--- config.mk ---
export PLATFORM = sky130hd
export DESIGN_NAME = ad_seq_flat
export DESIGN_NICKNAME = d
export VERILOG_FILES = /design/src/rtl/ad_pkg.sv /design/src/rtl/ad_seq_if.sv /design/src/rtl/ad_tick_gen.sv /design/src/rtl/ad_seq.sv /design/src/flat_wrapper.sv
export SDC_FILE = /design/constraint.sdc
export NUM_CORES = 1
export LEC_CHECK = 0
export CAP_MARGIN = 20
export CORE_MARGIN = 2
export CORE_UTILIZATION = 50
export CTS_BUF_LIST = sky130_fd_sc_hd__clkbuf_8
export DETAILED_ROUTE_END_ITERATION = 10
export PLACE_DENSITY = 0.77
export SYNTH_ARGS = -nofsm -noshare
export SYNTH_HDL_FRONTEND = slang
export SYNTH_SLANG_ARGS = --single-unit
--- constraint.sdc ---
create_clock -name clk_sys -period 7.5 [get_ports clk_sys]
set_input_delay 1.125 -clock clk_sys [delete_from_list [all_inputs] [get_ports clk_sys]]
set_output_delay 1.125 -clock clk_sys [all_outputs]
set_load 0.01 [all_outputs]
--- src/rtl/ad_pkg.sv ---
// Shared constants and types for the AD sample sequencer: source modes,
// sequencer state encoding and sample width.
package ad_pkg;

  localparam int AD_DW = 24;

  localparam logic [7:0] AD_TP_OFF   = 8'd0;
  localparam logic [7:0] AD_TP_CONST = 8'd1;
  localparam logic [7:0] AD_TP_RAMP  = 8'd2;

  typedef enum logic [1:0] {
    ST_IDLE      = 2'd0,
    ST_WAIT_TICK = 2'd1,
    ST_CONV      = 2'd2,
    ST_WAIT_RDY  = 2'd3
  } ad_state_e;

  function automatic logic [7:0] ad_sat_inc(input logic [7:0] v);
    return (v == 8'hFF) ? v : v + 8'd1;
  endfunction

endpackage

--- src/rtl/ad_seq_if.sv ---
// ADC convert/ready handshake plus the valid/ready sample stream.
// AD_SEQ_SEQNUM_EN adds the smp_seq sequence-number field.
interface ad_seq_if;
  import ad_pkg::*;

  logic             ad_cnv;
  logic             ad_rdy;
  logic [AD_DW-1:0] ad_data;
  logic [AD_DW-1:0] smp_data;
  logic             smp_vld;
  logic             smp_rdy;
`ifdef AD_SEQ_SEQNUM_EN
  logic [7:0]       smp_seq;

  modport master (
    output ad_cnv, input ad_rdy, input ad_data,
    output smp_data, output smp_vld, input smp_rdy, output smp_seq
  );
  modport slave (
    input ad_cnv, output ad_rdy, output ad_data,
    input smp_data, input smp_vld, output smp_rdy, input smp_seq
  );
`else
  modport master (
    output ad_cnv, input ad_rdy, input ad_data,
    output smp_data, output smp_vld, input smp_rdy
  );
  modport slave (
    input ad_cnv, output ad_rdy, output ad_data,
    input smp_data, input smp_vld, output smp_rdy
  );
`endif

endinterface

--- src/rtl/ad_tick_gen.sv ---
// Sample-period tick: prescaler of TICK_DIV cycles times a period counter of
// P units, P latched at clear and at every tick (0 treated as 1).
module ad_tick_gen #(
  parameter int TICK_DIV = 100
) (
  input  logic       clk_sys,
  input  logic       rst,
  input  logic       clr,
  input  logic [7:0] period,
  output logic       tick
);

  localparam int PW = (TICK_DIV > 1) ? $clog2(TICK_DIV) : 1;

  logic [PW-1:0] presc_q, presc_d;
  logic [7:0]    unit_q, unit_d;
  logic [7:0]    per_q, per_d;
  logic [7:0]    per_eff;
  logic          presc_wrap;
  logic          unit_wrap;

  assign per_eff    = (per_q == 8'd0) ? 8'd1 : per_q;
  assign presc_wrap = (presc_q == PW'(TICK_DIV - 1));
  assign unit_wrap  = (unit_q == per_eff - 8'd1);
  assign tick       = !clr && presc_wrap && unit_wrap;

  always_comb begin
    presc_d = presc_q;
    unit_d  = unit_q;
    per_d   = per_q;
    if (clr) begin
      presc_d = '0;
      unit_d  = '0;
      per_d   = period;
    end else begin
      if (presc_wrap) begin
        presc_d = '0;
        unit_d  = unit_wrap ? 8'd0 : unit_q + 8'd1;
      end else begin
        presc_d = presc_q + PW'(1);
      end
      // New period only applies once the running one has fully elapsed.
      if (tick) per_d = period;
    end
  end

  always_ff @(posedge clk_sys) begin
    if (rst) begin
      presc_q <= '0;
      unit_q  <= '0;
      per_q   <= '0;
    end else begin
      presc_q <= presc_d;
      unit_q  <= unit_d;
      per_q   <= per_d;
    end
  end

endmodule

--- src/rtl/ad_seq.sv ---
// AD sample sequencer: paces ADC conversions or test patterns onto a
// valid/ready sample stream. AD_SEQ_SEQNUM_EN enables the smp_seq counter.
module ad_seq
  import ad_pkg::*;
#(
  parameter int TICK_DIV = 100,
  parameter int TMO_CYC  = 255
) (
  input  logic             clk_sys,
  input  logic             rst,
  input  logic             run,
  input  logic [7:0]       cfg_sample,
  input  logic [7:0]       cfg_ad_tp,
  input  logic [AD_DW-1:0] cfg_tp_base,
  input  logic [7:0]       cfg_tp_step,
  ad_seq_if.master         bus,
  output logic             stat_busy,
  output logic [7:0]       stat_ovf_cnt,
  output logic             stat_tmo
);

  localparam int TW = (TMO_CYC > 1) ? $clog2(TMO_CYC) : 1;

  ad_state_e        state_q, state_d;
  logic             run_q;
  logic [7:0]       mode_q, mode_d;
  logic [AD_DW-1:0] acc_q, acc_d;
  logic [AD_DW-1:0] smp_data_q, smp_data_d;
  logic             smp_vld_q, smp_vld_d;
  logic             ad_cnv_q, ad_cnv_d;
  logic [7:0]       ovf_q, ovf_d;
  logic             tmo_q, tmo_d;
  logic [TW-1:0]    tmo_cnt_q, tmo_cnt_d;
  logic             load_en;
  logic [AD_DW-1:0] load_val;
  logic             tick;
  logic             slot_busy;
`ifdef AD_SEQ_SEQNUM_EN
  logic [7:0]       seq_q, seq_d;
`endif

  ad_tick_gen #(.TICK_DIV(TICK_DIV)) u_tick (
    .clk_sys (clk_sys),
    .rst     (rst),
    .clr     (state_q == ST_IDLE),
    .period  (cfg_sample),
    .tick    (tick)
  );

  assign slot_busy = smp_vld_q && !bus.smp_rdy;

  always_comb begin
    state_d    = state_q;
    mode_d     = mode_q;
    acc_d      = acc_q;
    ovf_d      = ovf_q;
    tmo_d      = tmo_q;
    tmo_cnt_d  = tmo_cnt_q;
    ad_cnv_d   = 1'b0;
    smp_data_d = smp_data_q;
    smp_vld_d  = smp_vld_q && !bus.smp_rdy;
    load_en    = 1'b0;
    load_val   = '0;
`ifdef AD_SEQ_SEQNUM_EN
    seq_d      = seq_q;
`endif

    if (tick) mode_d = cfg_ad_tp;

    unique case (state_q)
      ST_IDLE: begin
        if (run && !run_q) begin
          tmo_d   = 1'b0;
          ovf_d   = '0;
          acc_d   = cfg_tp_base;
          mode_d  = cfg_ad_tp;
          state_d = ST_WAIT_TICK;
`ifdef AD_SEQ_SEQNUM_EN
          seq_d   = '0;
`endif
        end
      end
      ST_WAIT_TICK: begin
        if (!run) begin
          state_d = ST_IDLE;
        end else if (tick) begin
          if (slot_busy) begin
            ovf_d = ad_sat_inc(ovf_q);
          end else if (mode_q == AD_TP_CONST) begin
            load_en  = 1'b1;
            load_val = cfg_tp_base;
          end else if (mode_q == AD_TP_RAMP) begin
            load_en  = 1'b1;
            load_val = acc_q;
            acc_d    = acc_q + {{(AD_DW-8){1'b0}}, cfg_tp_step};
          end else begin
            ad_cnv_d = 1'b1;
            state_d  = ST_CONV;
          end
        end
      end
      ST_CONV: begin
        if (tick) ovf_d = ad_sat_inc(ovf_q);
        tmo_cnt_d = '0;
        state_d   = ST_WAIT_RDY;
      end
      ST_WAIT_RDY: begin
        if (tick) ovf_d = ad_sat_inc(ovf_q);
        if (bus.ad_rdy) begin
          load_en  = 1'b1;
          load_val = bus.ad_data;
          state_d  = run ? ST_WAIT_TICK : ST_IDLE;
        end else if (tmo_cnt_q == TW'(TMO_CYC - 1)) begin
          tmo_d   = 1'b1;
          state_d = run ? ST_WAIT_TICK : ST_IDLE;
        end else begin
          tmo_cnt_d = tmo_cnt_q + TW'(1);
        end
      end
      default: state_d = ST_IDLE;
    endcase

    // A new sample may load on the same edge the previous one is accepted.
    if (load_en) begin
      smp_data_d = load_val;
      smp_vld_d  = 1'b1;
`ifdef AD_SEQ_SEQNUM_EN
      seq_d      = seq_q + 8'd1;
`endif
    end
  end

  always_ff @(posedge clk_sys) begin
    if (rst) begin
      state_q    <= ST_IDLE;
      run_q      <= 1'b0;
      mode_q     <= '0;
      acc_q      <= '0;
      smp_data_q <= '0;
      smp_vld_q  <= 1'b0;
      ad_cnv_q   <= 1'b0;
      ovf_q      <= '0;
      tmo_q      <= 1'b0;
      tmo_cnt_q  <= '0;
`ifdef AD_SEQ_SEQNUM_EN
      seq_q      <= '0;
`endif
    end else begin
      state_q    <= state_d;
      run_q      <= run;
      mode_q     <= mode_d;
      acc_q      <= acc_d;
      smp_data_q <= smp_data_d;
      smp_vld_q  <= smp_vld_d;
      ad_cnv_q   <= ad_cnv_d;
      ovf_q      <= ovf_d;
      tmo_q      <= tmo_d;
      tmo_cnt_q  <= tmo_cnt_d;
`ifdef AD_SEQ_SEQNUM_EN
      seq_q      <= seq_d;
`endif
    end
  end

  assign bus.ad_cnv   = ad_cnv_q;
  assign bus.smp_data = smp_data_q;
  assign bus.smp_vld  = smp_vld_q;
`ifdef AD_SEQ_SEQNUM_EN
  assign bus.smp_seq  = seq_q;
`endif
  assign stat_busy    = (state_q != ST_IDLE);
  assign stat_ovf_cnt = ovf_q;
  assign stat_tmo     = tmo_q;

endmodule

--- src/flat_wrapper.sv ---
// flat-port wrapper written by rule: the top's interface ports become plain ports
module ad_seq_flat import ad_pkg::*;
#(
  parameter int TICK_DIV = 100,
  parameter int TMO_CYC  = 255
)
  (clk_sys, rst, run, cfg_sample, cfg_ad_tp, cfg_tp_base, cfg_tp_step, stat_busy, stat_ovf_cnt, stat_tmo, bus_ad_cnv, bus_ad_rdy, bus_ad_data, bus_smp_data, bus_smp_vld, bus_smp_rdy);
  ad_seq_if bus_i ();
  input  logic clk_sys;
  input  logic rst;
  input  logic run;
  input  logic [7:0] cfg_sample;
  input  logic [7:0] cfg_ad_tp;
  input  logic [AD_DW-1:0] cfg_tp_base;
  input  logic [7:0] cfg_tp_step;
  output logic stat_busy;
  output logic [7:0] stat_ovf_cnt;
  output logic stat_tmo;
  output wire logic [$bits(bus_i.ad_cnv)-1:0] bus_ad_cnv;
  input wire logic [$bits(bus_i.ad_rdy)-1:0] bus_ad_rdy;
  input wire logic [$bits(bus_i.ad_data)-1:0] bus_ad_data;
  output wire logic [$bits(bus_i.smp_data)-1:0] bus_smp_data;
  output wire logic [$bits(bus_i.smp_vld)-1:0] bus_smp_vld;
  input wire logic [$bits(bus_i.smp_rdy)-1:0] bus_smp_rdy;
  assign bus_ad_cnv = bus_i.ad_cnv;
  assign bus_i.ad_rdy = bus_ad_rdy;
  assign bus_i.ad_data = bus_ad_data;
  assign bus_smp_data = bus_i.smp_data;
  assign bus_smp_vld = bus_i.smp_vld;
  assign bus_i.smp_rdy = bus_smp_rdy;
  ad_seq #(.TICK_DIV(TICK_DIV), .TMO_CYC(TMO_CYC)) u_core (.clk_sys(clk_sys), .rst(rst), .run(run), .cfg_sample(cfg_sample), .cfg_ad_tp(cfg_ad_tp), .cfg_tp_base(cfg_tp_base), .cfg_tp_step(cfg_tp_step), .bus(bus_i), .stat_busy(stat_busy), .stat_ovf_cnt(stat_ovf_cnt), .stat_tmo(stat_tmo));
endmodule
# --- After elaboration in Yosys (flattened, before gate mapping) ---
# Index checks and enable logic that the tools add are counted.
op_classes:
  n_mux: 54
  n_addsub: 6
  eq_ne: 25
  bitwise: 3
  reduce_logical: 23
op_table:
  columns: ["cell", "n"]
  rows:
  - ["$mux 24", 12]
  - ["$mux 8", 15]
  - ["$pmux 24 s2", 2]
  - ["$add 24x8->24", 1]
  - ["$add 8x1->8 const B", 3]
  - ["$pmux 8 s3", 1]
  - ["$eq 8x8->1 const B", 2]
  - ["$mux 2", 8]
  - ["$pmux 8 s2", 1]
  - ["$mux 1", 12]
  - ["$ne 2x1->1 const B", 6]
  - ["$ne 2x2->1 const B", 5]
  - ["$reduce_bool 2->1", 5]
  - ["$ne 3x3->1 const B", 3]
  - ["$eq 8x1->1 const B", 1]
  - ["$eq 8x2->1 const B", 1]
  - ["$eq 8x8->1", 1]
  - ["$logic_not 8->1", 1]
  - ["$pmux 2 s4", 1]
  - ["$sub 8x1->8 const B", 1]
  - ["$add 7x1->7 const B", 1]
  - ["$eq 7x7->1 const B", 1]
  - ["$reduce_and 7->1", 1]
  - ["$ne 3x2->1 const B", 2]
  - ["other kinds (14)", 24]
totals:
  inputBits: 77
  ff_bits: 101

# --- Longest topological paths before layout ---
logic_depth:
  word_depth: 9
  mapped_depth: 14
  ltp_nobuf: 11

# --- By module ---
# Synthesis repeated with hierarchy kept, for this count alone.
hier_totals:
  hier_cells: 694
  hier_area_um2: 5649.2
modules_own_cells:
  columns: ["mod", "cells_per_inst", "seq_area_each_um2", "area_each_um2", "n_inst"]
  rows:
  - ["ad_seq", 527, 1561.5, 4212.8, 1]
  - ["ad_tick_gen", 167, 460.4, 1436.4, 1]

# --- Worst setup path before layout ---
# Ideal clock, no wire load.
synth_timing:
  path_type: "input to register"
  start: "input cfg_tp_step[0]"
  end: "register u_core.acc_q[22]"
  setup_slack_ns: 3.872
  t_arrival_ns: 3.495
  t_required_ns: 7.367
  path_stages: 10
  setup_time_ns: 0.133
  path_cell_list: "ha_1 -> inv_1 -> fa_1 -> nor2b_1 -> o21a_1 -> o21ai_0 -> a2111oi_0 -> nor4b_1 -> mux2i_1 -> o21ai_0"
synth_via:
  elab_chain_len: 7
synth_lines:
  columns: ["element", "line_no", "source"]
  rows:
  - ["start, declared", "flat_wrapper.sv:15", "input logic [7:0] cfg_tp_step;"]
  - ["$add 24x8->24", "ad_seq.sv:95", "acc_d = acc_q + {{(AD_DW-8){1'b0}}, cfg_tp_step};"]
  - ["$mux 24", "ad_seq.sv:92", "end else if (mode_q == AD_TP_RAMP) begin"]
  - ["$mux 24", "ad_seq.sv:89", "end else if (mode_q == AD_TP_CONST) begin"]
  - ["$mux 24", "ad_seq.sv:87", "if (slot_busy) begin"]
  - ["$mux 24", "ad_seq.sv:86", "end else if (tick) begin"]
  - ["$mux 24", "ad_seq.sv:84", "if (!run) begin"]
  - ["$pmux 24 s2", "ad_seq.sv:70", "unique case (state_q)"]
  - ["end signal, assigned", "ad_seq.sv:138", "acc_q <= '0;"]
  - ["end signal, assigned", "ad_seq.sv:152", "acc_q <= acc_d;"]
  - ["end, declared", "ad_seq.sv:27", "logic [AD_DW-1:0] acc_q, acc_d;"]
# Every way passes these cells. The select of a mux whose other input is x is not followed.
# A chain may end at the register's enable or synchronous reset.

# --- Final worst setup path ---
layout_timing:
  start: "register u_core.u_tick.per_q[2]"
  end: "register u_core.acc_q[13]"
layout_via:
  elab_chain_len: 7
layout_lines:
  columns: ["element", "line_no", "source"]
  rows:
  - ["start, declared", "ad_tick_gen.sv:17", "logic [7:0] per_q, per_d;"]
  - ["start signal, assigned", "ad_tick_gen.sv:55", "per_q <= per_d;"]
  - ["$logic_not 8->1", "ad_tick_gen.sv:22", "assign per_eff = (per_q == 8'd0) ? 8'd1 : per_q;"]
  - ["$mux 8 *", "ad_tick_gen.sv:22", null]
  - ["$sub 8x1->8 *", "ad_tick_gen.sv:24", "assign unit_wrap = (unit_q == per_eff - 8'd1);"]
  - ["$eq 8x8->1 *", "ad_tick_gen.sv:24", null]
  - ["$logic_and 1x1->1 *", "ad_tick_gen.sv:25", "assign tick = !clr && presc_wrap && unit_wrap;"]
  - ["$ne 2x1->1 (no line) *", null, null]
  - ["$reduce_and 7->1 (no line) *", null, null]
# Mark *: on every way between the ends. The rest lies on a longest branch, timed or not.

==> impl_metrics.py <==
metrics = {
    "timing": {
        "skew_ns": 0.0161,
        "layout_min_cycle_time_ns": 4.04,
        "setup_repair_after_global_routing_missed_its_margin": "false",
        "slew_headroom": 0.316,
        "final-hold-violation-count": 0,
        "fin_worst_hold_slack_ns": 0.480,
        "clock.fmax_mhz": 248,
        "min_period_over_period": 0.538,
        "worst_margin_slew_ns": 1.02,
        "finalMaxSlewViolations": 0,
        "final_setup_vio_count": 0,
        "tns_ns": 0,
    },
    "die": {
        "starting_density_of_the_core": 0.512,
        "io_pins": 113,
        "dieArea_mm2": 0.0125,
        "fp.coreArea_mm2": 0.0114,
        "width_of_the_die_um": 112,
        "chipHeight_um": 112,
        "num_rows": 39,
    },
    "detailed_routing": {
        "detail_route.vias_per_cell": 6.08,
        "num_vias": 5821,
        "final_antenna_net_count": 0,
        "drt-wirelength-per-cell_um": 16.9,
        "finalWirelength_um": 16200,
        "drt_pre_antenna_iters": 5,
        "drt_iter0_drc": 390,
        "remaining_drc_errors": 0,
    },
    "critical_path": {
        "worst-path-max-fanout": 12,
        "crit_path_start_kind": "register",
        "worst_ep_arrival_time_ns": 4.34,
        "critPathRequiredTime_ns": 7.80,
        "criticalPathCategory": "reg2reg",
        "crit-reg2reg-capture": "u_core.acc_q[13]",
        "timing.rr.start": "u_core.u_tick.per_q[2]",
        "r2r_cells": 11,
        "critPathCaptureType": "register",
        "regToRegSetupSlack_ns": 3.46,
    },
    "placement": {
        "dp_hpwl_um": 11300,
        "placement.io_buffers": 112,
        "place.gp.congestion": 0.898,
    },
    "clocking": {
        "post_cts_hold_buffer_count": 0,
        "htree_num_levels": 3,
        "clkSinkCount": 101,
        "number_of_gates_given_a_new_drive_strength_after_cts": 0,
        "cts-root-to-sink-buffers": 2,
        "clkLatencyLatePin_ns": 0.39,
        "tritoncts": "built",
        "post-cts-setup-buffers": 0,
        "clock_slew_at_reported_path_ffs_ns": 0.10,
        "clock-root-buffer": "sky130_fd_sc_hd__clkbuf_8",
        "tritoncts.num_buffers": 9,
    },
    "layout": {
        "ant_cells": 0,
        "area_growth_pct": 24.5,
        "finalNetCount": 903,
        "drive_above_1_share": 0.0552,
        "final.fill_count": 980,
    },
    "yosys": {
        "edff_count_synth": 0,
        "synthesis.nets": 815,
        "ys_types": 66,
        "post_synth.cell_area_avg_um2": 8.05,
        "netlist_area_mm2": 0.00582,
        "post_synth_inst_count": 723,
        "yosysWarningCount": 0,
        "synth.yosys.seq_area_share": 0.347,
        "synth-seq-cells": 101,
        "synthArstFlopShare": 0,
        "synth_ff_type": "sky130_fd_sc_hd__dfxtp_1",
    },
    "pwr": {
        "power_density_mw_per_mm2": 162,
        "leakage_power_nw": 2.62,
        "power.ir.vdd_worst_mv": 0.203,
    },
    "min_path": {
        "hold_crit_path_type": "reg2reg",
        "whs_endpoint": "u_core.u_tick.presc_q[0]",
        "timing.hold.worst_path_depth": 1,
        "min-delay-start": "u_core.u_tick.presc_q[0]",
    },
    "global_route": {
        "grt_util_met1": 0.349,
        "globalRouteMet3Util": 0.0517,
        "grt_busiest_layer": "met2",
        "grtUsageTotal": 0.258,
        "grt_use_met2": 0.422,
        "grt_pass1_vias": 5593,
        "grt_remaining_overflow": 0,
        "grt_max_degree": 66,
        "grt_pass1_wl_um": 26800,
        "grt_antenna_before_repair": 0,
    },
    "job": {
        "max_cap_violations": 0,
    },
    "status": {
        "run_status": "finished, final reports clean",
    },
}
[critical path, stage by stage, from the launching register on]
cell	delay (ns)
sky130_fd_sc_hd__dfxtp_1	0.47
sky130_fd_sc_hd__or3_1	0.20
sky130_fd_sc_hd__nor3_1	0.05
sky130_fd_sc_hd__nor2_1	0.12
sky130_fd_sc_hd__ha_1	0.22
sky130_fd_sc_hd__inv_1	0.06
sky130_fd_sc_hd__or3_1	0.36
sky130_fd_sc_hd__a222oi_1	0.38
sky130_fd_sc_hd__o211ai_2	0.32
sky130_fd_sc_hd__o21ai_1	0.88
sky130_fd_sc_hd__nand2_1	0.49
sky130_fd_sc_hd__o32ai_1	0.38
[report_power, final]
group / switching, mW / internal [mW]
sequential: 0.0183 / 0.552
combinational: 0.107 / 0.0967
clock: 0.187 / 0.218
[layout by cell type, fill, tap and decap left out, drive strengths merged, types with 10 or more instances in the layout]
| cell | Yosys | layout |
|---|---|---|
| buf | 14 | 14 |
| dfxtp | 101 | 101 |
| a31oi | 14 | 14 |
| and3 | 10 | 10 |
| ha | 14 | 14 |
| mux2i | 17 | 17 |
| a211oi | 14 | 14 |
| nand2 | 72 | 72 |
| a22o | 25 | 25 |
| o211ai | 23 | 23 |
| nand3 | 27 | 27 |
| o21ai | 22 | 22 |
| inv | 35 | 36 |
| a21oi | 37 | 37 |
| nor2 | 74 | 74 |
| clkdlybuf4s50 | 0 | 111 |
| xnor2 | 14 | 14 |
| nand4 | 30 | 30 |
| xor2 | 14 | 14 |
[final cells by class]
type                       count  area [um^2]  area share
multi-input combinational    536         3450       0.475
sequential                   101         2020       0.279
timing repair buffer         125         1230       0.170
tap                          143          179      0.0247
inverter                      38          143      0.0197
clock buffer                   9          124      0.0171
clock inverter                 6          104      0.0143
[registers in the layout, indices dropped and copies added (netlist names), named ones only]
name / count
u_core.u_tick.presc_q: 7
u_core.acc_q: 24
u_core.mode_q: 8
u_core.state_q: 1
u_core.u_tick.per_q: 8
u_core.u_tick.unit_q: 8
u_core.bus.smp_vld: 1
u_core.stat_ovf_cnt: 8
u_core.tmo_cnt_q: 8
u_core.bus.smp_data: 24
u_core.run_q: 1
u_core.bus.ad_cnv: 1
u_core.stat_tmo: 1
[cells in the mapped netlist, types with 6 or more instances]
master / instances / share of area
sky130_fd_sc_hd__dfxtp_1: 101 / 0.35
sky130_fd_sc_hd__nor2_1: 74 / 0.048
sky130_fd_sc_hd__nand2_1: 72 / 0.046
sky130_fd_sc_hd__a21oi_1: 37 / 0.032
sky130_fd_sc_hd__inv_1: 35 / 0.023
sky130_fd_sc_hd__clkbuf_1: 34 / 0.022
sky130_fd_sc_hd__nand4_1: 30 / 0.032
sky130_fd_sc_hd__nand3_1: 27 / 0.023
sky130_fd_sc_hd__a22o_1: 25 / 0.038
sky130_fd_sc_hd__o211ai_1: 22 / 0.028
sky130_fd_sc_hd__o21ai_0: 18 / 0.015
sky130_fd_sc_hd__mux2i_1: 17 / 0.029
sky130_fd_sc_hd__a211oi_1: 14 / 0.018
sky130_fd_sc_hd__a31oi_1: 14 / 0.015
sky130_fd_sc_hd__ha_1: 14 / 0.030
sky130_fd_sc_hd__xnor2_1: 14 / 0.021
sky130_fd_sc_hd__xor2_1: 14 / 0.021
sky130_fd_sc_hd__and3_1: 10 / 0.011
sky130_fd_sc_hd__a21o_1: 9 / 0.012
sky130_fd_sc_hd__nor3_1: 8 / 0.0069
sky130_fd_sc_hd__o32ai_1: 8 / 0.012
sky130_fd_sc_hd__buf_1: 7 / 0.0045
sky130_fd_sc_hd__o31ai_1: 7 / 0.0090
sky130_fd_sc_hd__a31o_2: 6 / 0.0090
sky130_fd_sc_hd__nand2b_1: 6 / 0.0064
sky130_fd_sc_hd__nor2b_1: 6 / 0.0064
sky130_fd_sc_hd__or3_1: 6 / 0.0064
[worst max-delay path by stage]
| stage | slack (ns) | startpoint | to | cells after the start |
|---|---|---|---|---|
| finish | 3.46 | u_core.u_tick.per_q[2] | u_core.acc_q[13] | 11 |
| global route | 3.25 | u_core.u_tick.per_q[7] | u_core.acc_q[13] | 11 |
| detailed placement | 3.23 | cfg_tp_step[0] | u_core.acc_q[14] | 11 |
| CTS | 3.54 | u_core.u_tick.per_q[7] | u_core.acc_q[23] | 11 |
| floorplan | 3.87 | cfg_tp_step[0] | u_core.acc_q[22] | 10 |
| global placement | 3.34 | cfg_tp_step[0] | u_core.acc_q[22] | 12 |
[metrics by stage]
step / util / cell area, um^2 / std cells / worst slack (ns) / total power [mW]
floorplan: - / 5820 / 723 / 3.87 / 0.702
global placement: 0.615 / 6990 / 941 / 3.34 / 0.774
detailed placement: 0.615 / 6990 / 941 / 3.23 / 0.780
CTS: 0.635 / 7220 / 956 / 3.54 / 1.18
global route: 0.638 / 7250 / 958 / 3.25 / 1.23
finish: 0.638 / 7250 / 958 / 3.46 / 1.18
[kinds of logic (layout without fill, tap and decap cells)]
| kind of cell | after synthesis | count (layout) | share of synthesized area |
|---|---|---|---|
| AND/OR/NAND/NOR | 270 | 270 | 0.231 |
| AO/OA/AOI/OAI | 205 | 205 | 0.254 |
| flip-flops | 101 | 101 | 0.347 |
| buffers and inverters | 86 | 178 | 0.0610 |
| XOR/XNOR | 28 | 28 | 0.0421 |
| multiplexers | 18 | 18 | 0.0312 |
| adder cells (fa/ha/maj) | 15 | 15 | 0.0335 |
[layer usage]
metal | up-vias | wire length, um
met5 | - | 0
met4 | 0 | 189
met3 | 18 | 1180
met2 | 230 | 7650
met1 | 2728 | 7210
li1 | 2845 | -
(Power assumes the default switching activity.)
